`config.mk`:
```
export PLATFORM = sky130hd
export DESIGN_NAME = mu0_reg16
export DESIGN_NICKNAME = d
export VERILOG_FILES = /design/src/rtl/mu0_reg16.sv
export SDC_FILE = /design/constraint.sdc
export NUM_CORES = 1
export LEC_CHECK = 0
export CORE_MARGIN = 2
export CORE_UTILIZATION = 33
export DETAILED_ROUTE_END_ITERATION = 10
export PLACE_DENSITY = 0.68
export SYNTH_ARGS = -nofsm -noshare
export SYNTH_HDL_FRONTEND = slang
export SYNTH_SLANG_ARGS = --single-unit
```
`constraint.sdc`:
```
create_clock -name Clk -period 0.8 [get_ports Clk]
set_input_delay 0.12 -clock Clk [delete_from_list [all_inputs] [get_ports Clk]]
set_output_delay 0.12 -clock Clk [all_outputs]
set_load 0.005 [all_outputs]
```
`src/rtl/mu0_reg16.sv`:
```
// MU0 datapath storage register (accumulator / PC / IR): enabled load, async active-high reset.
// Define MU0_REG16_CHECK_EN to add simulation-only input and shadow-model checks.
module mu0_reg16 #(
  parameter int unsigned WIDTH = 16,
  parameter logic [WIDTH-1:0] RESET_VALUE = {WIDTH{1'b0}}
) (
  input  logic             Clk,
  input  logic             Reset,
  input  logic             En,
  input  logic [WIDTH-1:0] D,
  output logic [WIDTH-1:0] Q
);

  logic [WIDTH-1:0] r_q;

  // Reset takes priority over the enable, which takes priority over hold.
  always_ff @(posedge Clk or posedge Reset) begin
    if (Reset) begin
      r_q <= RESET_VALUE;
    end else if (En) begin
      r_q <= D;
    end
  end

  assign Q = r_q;

`ifdef MU0_REG16_CHECK_EN
  logic [WIDTH-1:0] r_shadow;
  logic             r_shadow_vld;

  // Shadow copy tracks what Q should hold; it only becomes trusted after the first reset.
  always @(posedge Clk or posedge Reset) begin
    if (Reset) begin
      r_shadow     <= RESET_VALUE;
      r_shadow_vld <= 1'b1;
    end else begin
      if ($isunknown(En)) begin
        $error("mu0_reg16: En is X/Z at rising Clk");
      end else if (En && $isunknown(D)) begin
        $error("mu0_reg16: D has X/Z bits while En=1 (D=%h)", D);
      end
      if ((r_shadow_vld === 1'b1) && (Q !== r_shadow)) begin
        $error("mu0_reg16: Q=%h differs from shadow=%h", Q, r_shadow);
      end
      if (En === 1'b1) begin
        r_shadow <= D;
      end
    end
  end
`endif

endmodule

```
==> Word-level counts from Yosys, hierarchy flattened <==
Cells that the tools add are included.
Widths: inputs -> output; s select.
{ "totals": {"regBits": 16, "wordCells": 1} }

==> Logic depth before layout (Yosys ltp) <==
Gate-level depths: netlist (run 1).
{ "depth": {"ltp_word": 0, "ltp_mapped": 3} }

==> Worst setup path after synthesis (run 1) <==
OpenSTA, ideal clock, no wires.
{ "synth_timing": {"kind": "input-to-reg", "startpoint": "input En", "endpoint": "register r_q[10], in the netlist Q[10]", "arrival_ns": 0.656, "required_ns": 0.675, "path_slack_ns": 0.018, "path_stages": 3, "path_cell_list": "buf_6 -> buf_12 -> mux2_4"} }
{ "synth_rtl": {"columns": ["element", "line", "text"], "rows": [
  ["start, declared", "9", "input logic En,"],
  ["end signal, assigned", "19", "r_q <= RESET_VALUE;"],
  ["end signal, assigned", "21", "r_q <= D;"],
  ["end, declared", "14", "logic [WIDTH-1:0] r_q;"]
]} }
No word-level cell between the ends.

==> Final worst setup path (run 1) <==
{ "layout_timing": {"startpoint": "register r_q[7], in the netlist Q[7]", "endpoint": "output Q[7]"} }
{ "layout_rtl": {"columns": ["element", "line", "text"], "rows": [
  ["end, declared", "11", "output logic [WIDTH-1:0] Q"]
]} }
No word-level cell between the ends.

==> results.json, run 1 <==
{
  "outcome": "finished with violations",
  "violations": "setup timing",
  "die_h_um": 48.5,
  "synth-compound-area-share_pct": 0,
  "drt_first_pass_iters": 2,
  "fin_tns_setup_ns": -2.30,
  "setup_violations": 23,
  "areaGrowthSynthToFinish_pct": 65.7,
  "wl_per_cell_um": 12.7,
  "endpoint_kind": "output pin",
  "grt_usage_pct": 13.9,
  "rows": 16,
  "path_cells": "buf_2",
  "pin_count": 35,
  "synth_cell_types": 6,
  "max_slew_margin_pct": 93.5,
  "nets": 103,
  "die_w_um": 48.5,
  "clock-sinks": 16,
  "coreArea_mm2": 0.00192,
  "dp_hpwl_um": 986,
  "drive_gt1_share_pct": 59.0,
  "drtAntennaViolNets": 0,
  "irDropWorstVdd_mv": 0.893,
  "wl_mm": 1.40,
  "h-tree-depth": 1,
  "tightest_slew_ns": 0.0977,
  "yosys.area_share.simple_pct": 0,
  "synth-adder-area-share_pct": 0,
  "synthMostInstantiatedCell": "dfrtp_1",
  "ys.flop_type": "dfrtp_1",
  "yosysTopAreaCellShare_pct": 61.3,
  "grt_pass1_vias": 482,
  "synthTopCellsByArea": "dfrtp_1 61%, mux2_4 23%, mux2_2 10%, buf_12 3.1%, buf_6 1.7%",
  "gp_congestion": 0.627,
  "synthMuxAreaShare_pct": 33.3,
  "clk_pin_slew_ns": 0.09,
  "critPathRequiredTime_ns": 0.68,
  "avgSynthCellArea_um2": 18.7,
  "crit_family": "flip-flops",
  "clock_latency_ns": 0.28,
  "skew_ns": 0,
  "yosys_warnings": 0,
  "dieArea_mm2": 0.00235,
  "numCtsBuffers": 3,
  "rsz0062_at_grt": "yes",
  "grt_antenna_before_repair": 0,
  "hold_buffers": 0,
  "max_freq_mhz": 1070,
  "critPathSlowestCell": "dfrtp_1",
  "largest_reg_flops": 16,
  "cp_data_arrival_time_ns": 0.81,
  "fin_crit_sh_pct": 117,
  "synth-seq-cells": 16,
  "initial_core_util_pct": 34.0,
  "synth_top_area_cell": "dfrtp_1",
  "crit_buf_inv": 1,
  "drtIter0Drc": 1,
  "slew_viol_final": 0,
  "syn-num-nets": 54,
  "pre_cts_ws_ns": -0.484,
  "setup_slack_ns": -0.134,
  "max_stage_delay_ns": 0.40,
  "postSynth.asyncResetShare_pct": 100,
  "port_buffers": 34,
  "crit_fanout": 2,
  "power_leakage_nw": 0.533,
  "hold_viol": 0,
  "p_per_area_mw_per_mm2": 1740,
  "cap_violations": 0,
  "grt_pass1_wl_mm": 2.46,
  "drc": 0,
  "diodes": 0,
  "gr-total-overflow": 0,
  "synthXorXnorAreaFrac_pct": 0,
  "cts_tree": "yes",
  "worstSetupPathType": "reg2out",
  "clock_path_buffers": 2,
  "synth_top_family_by_area": "multiplexers",
  "synth-seq-area-share_pct": 61.3,
  "hold_class": "in2async",
  "num_vias": 463,
  "synth-edff-count": 0,
  "grt_max_degree": 10,
  "period_needed_ns": 0.934,
  "viasPerCell": 4.21,
  "synthTopCellsByCount": "16 x dfrtp_1, 10 x mux2_4, 6 x mux2_2",
  "cp-start-kind": "flip-flop",
  "root_buffer": "clkbuf_4",
  "synth_cells": 35,
  "syn_area_um2": 653
}
stage by stage:
stage	instances	utilization (%)	total power [mW]	instance area [µm²]	hold slack, ns
after floorplan	35	-	1.11	653	0.0337
after global placement	104	56.4	1.42	1080	0.422
after detailed placement	104	56.4	1.43	1080	0.430
after CTS	109	55.8	1.89	1070	0.124
after global routing	110	56.3	1.99	1080	0.143
final	110	56.3	1.89	1080	0.126
final timing paths:
| path | start | endpoint | slack [ns] | cells after the start |
|---|---|---|---|---|
| min | Reset | Q[9] | 0.13 | 3 |
| max in group asynchronous | Reset | Q[11] | 0.55 | 3 |
| min in group Clk | En | Q[3] | 0.28 | 3 |
| min reg2reg | Q[9] | Q[9] | 0.51 | 1 |
| max reg2reg | Q[7] | Q[7] | -0.08 | 2 |
| max | Q[7] | Q[7] | -0.13 | 1 |
area by class of cell:
type                       count  area, µm²
clock buffer                   4       36.3
fill                         175        840
inverter                       1       3.75
multi-input combinational     16        218
sequential                    16        400
tap                           27       33.8
timing repair buffer          46        390
report_power, final:
group	total, mW	switching (mW)	internal (mW)	leakage (nW)
sequential	0.928	0.0393	0.889	0.187
combinational	0.437	0.125	0.312	0.324
clock	0.520	0.244	0.277	0.0210
cells by family (layout without fill, tap and decap cells):
logic type | count (synthesis) | in the layout
flip-flops | 16 | 16
buffers and inverters | 3 | 51
multiplexers | 16 | 16
cells in the final DEF, fill, tap and decap left out:
master	count
mux2_4	10
clkbuf_2	1
clkbuf_4	3
buf_6	2
mux2_2	6
inv_1	1
buf_12	1
clkdlybuf4s50_1	17
clkbuf_8	1
dfrtp_1	16
buf_4	8
bufbuf_16	1
buf_2	16
timing repair:
item                                    4_1_cts  5_1_grt
endpoints found under the hold margin         0        0
gates resized for setup                      66        3
buffers inserted                              5        1
gates cloned                                  1        0
endpoints found under the setup margin       32       25
routing by layer:
layer / part of all wire, % / track usage [%] / wire (µm)
met1: 49 / 21.1 / 692
met5: 0 / 0 / 0
met2: 45 / 19.4 / 630
met3: 5.7 / 3.70 / 80
met4: 0 / 4.29 / 0
Note: power is estimated with default switching activity, not from simulation.
==> run 2: changes to the inputs <==
Settings changed: ABC_CLOCK_PERIOD_IN_PS set to 800, CELL_PAD_IN_SITES_DETAIL_PLACEMENT set to 1, CELL_PAD_IN_SITES_GLOBAL_PLACEMENT set to 2, CORE_UTILIZATION 33 to 22, GPL_ROUTABILITY_DRIVEN set to 0, PLACE_DENSITY 0.68 to 0.7.
==> run 2 against run 1 <==
Against the previous run: total power is 0.67% higher; global-route usage is 4.6 points lower; design area is 0.23% higher; cell count is 1.8% higher; clock power is 2% higher; sequential cell count stayed put; non-clock buffer count is 2 lower; first-iteration DRC count grew to 4.0 times the previous value; the flow still finishes with violations (setup timing); clock skew stayed put.
==> results.json, run 2 (synthesis results as in run 1) <==
{
  "power_frac_clock_pct": 28.0,
  "grt_antenna_before_repair": 0,
  "hold_buffers": 0,
  "num_vias": 447,
  "period_needed_ns": 0.928,
  "endpoint_kind": "output pin",
  "critPathRequiredTime_ns": 0.68,
  "nets": 101,
  "multi_input_area_um2": 218,
  "diodes": 0,
  "numCtsBuffers": 3,
  "cts_tree": "yes",
  "mostFrequentLayoutCell": "clkdlybuf4s50_1",
  "drive_gt1_share_pct": 58.0,
  "die_h_um": 58.5,
  "setup_violations": 23,
  "pin_count": 35,
  "layout_common_cells": "17 x clkdlybuf4s50_1, 16 x dfrtp_1, 16 x buf_2, 10 x mux2_4, 6 x mux2_2",
  "critPathSlowestCell": "dfrtp_1",
  "slew_viol_final": 0,
  "clock-sinks": 16,
  "comb_power_share_pct": 23.0,
  "initial_core_util_pct": 23.5,
  "wl_met1_um": 618,
  "crit_fanout": 2,
  "hold_viol": 0,
  "grt_max_degree": 17,
  "n_fill_cell": 311,
  "hold_class": "in2async",
  "cap_violations": 0,
  "wl_mm": 1.43,
  "clock_latency_ns": 0.28,
  "cp-start-kind": "flip-flop",
  "max_slew_margin_pct": 93.5,
  "dp_hpwl_mm": 1.01,
  "clock_path_buffers": 2,
  "seq_area_um2": 400,
  "clk_pin_slew_ns": 0.09,
  "areaGrowthSynthToFinish_pct": 66.1,
  "cp_data_arrival_time_ns": 0.81,
  "routed.top_layer": "met3",
  "drc": 0,
  "path_cells": "buf_2",
  "violations": "setup timing",
  "coreArea_mm2": 0.00278,
  "rsz0062_at_grt": "yes",
  "setup_slack_ns": -0.128,
  "p_seq_share_pct": 49.0,
  "p_int_mw": 1.48,
  "rows": 19,
  "largest_reg_flops": 16,
  "viasPerCell": 3.99,
  "drtAntennaViolNets": 0,
  "max_freq_mhz": 1080,
  "max_stage_delay_ns": 0.39,
  "final_util_pct": 39.0,
  "port_buffers": 34,
  "pre_cts_ws_ns": -0.485,
  "power_leakage_nw": 0.528,
  "tightest_slew_ns": 0.0974,
  "gr-total-overflow": 0,
  "wl_met2_um": 703,
  "routed-wl-met3_um": 106,
  "drt_first_pass_iters": 2,
  "p_sw_mw": 0.420,
  "skew_ns": 0,
  "irDropWorstVdd_mv": 1.03,
  "power_mw": 1.90,
  "switching_share_pct": 22.1,
  "fin_tns_setup_ns": -2.43,
  "grt_pass1_vias": 531,
  "wl_per_cell_um": 12.8,
  "dieArea_mm2": 0.00342,
  "worstSetupPathType": "reg2out",
  "grt_usage_pct": 9.33,
  "grt_pass1_wl_mm": 2.32,
  "h-tree-depth": 1,
  "outcome": "finished with violations",
  "root_buffer": "clkbuf_4",
  "hold_slack_ns": 0.146,
  "die_w_um": 58.5,
  "crit_family": "flip-flops",
  "p_per_area_mw_per_mm2": 1750,
  "fin_crit_sh_pct": 116,
  "crit_buf_inv": 1,
  "drtIter0Drc": 4
}
## run 2: cell count changes in the layout (fill, tap and decap cells not counted)
cell    delta
buf_4      -3
buf_12     +1
## run 2: power by group through the flow
stage	Combinational, mW	Sequential [mW]	Clock (mW)
2_1_floorplan	0.158	0.952	0
3_3_place_gp	0.463	0.948	0
3_5_place_dp	0.468	0.950	0
4_1_cts	0.448	0.932	0.571
5_1_grt	0.469	0.942	0.604
6_report	0.437	0.930	0.531
## run 2: path summary, 6_finish.rpt
path                          to   from  slack [ns]  depth (start not counted)
setup / recovery            Q[3]   Q[3]       -0.13                          1
max in group asynchronous  Q[11]  Reset        0.54                          3
hold / removal              Q[7]  Reset        0.15                          3
min in group Clk            Q[1]     En        0.26                          3
hold reg to reg             Q[4]   Q[4]        0.51                          1
setup reg to reg            Q[7]   Q[7]       -0.09                          2
## run 2: stage by stage
step	area [µm²]	cells
after global routing	1080	112
after floorplan	653	35
after detailed placement	1060	103
final	1080	112
after global placement	1060	103
after CTS	1090	112
## run 2: cell type report
type                    instances  share of cell area, %
inverters                       1                  0.346
repair buffers                 44                   35.8
clock buffers                   4                   3.34
multi-input cells              16                   20.1
well taps                      31                   3.58
flip-flops and latches         16                   36.9
## run 2: routing by layer
| layer | GRT usage, % | up-vias |
|---|---|---|
| met1 | 12.0 | 217 |
| met3 | 2.86 | 0 |
| met5 | 0 | - |
| li1 | - | 210 |
| met4 | 3.99 | 0 |
| met2 | 14.4 | 20 |
## run 2: timing repair
item | in CTS | in global routing
setup endpoints to repair | 32 | 26
resized for setup | 68 | 1
gates cloned | 1 | 0
buffers inserted | 7 | 0
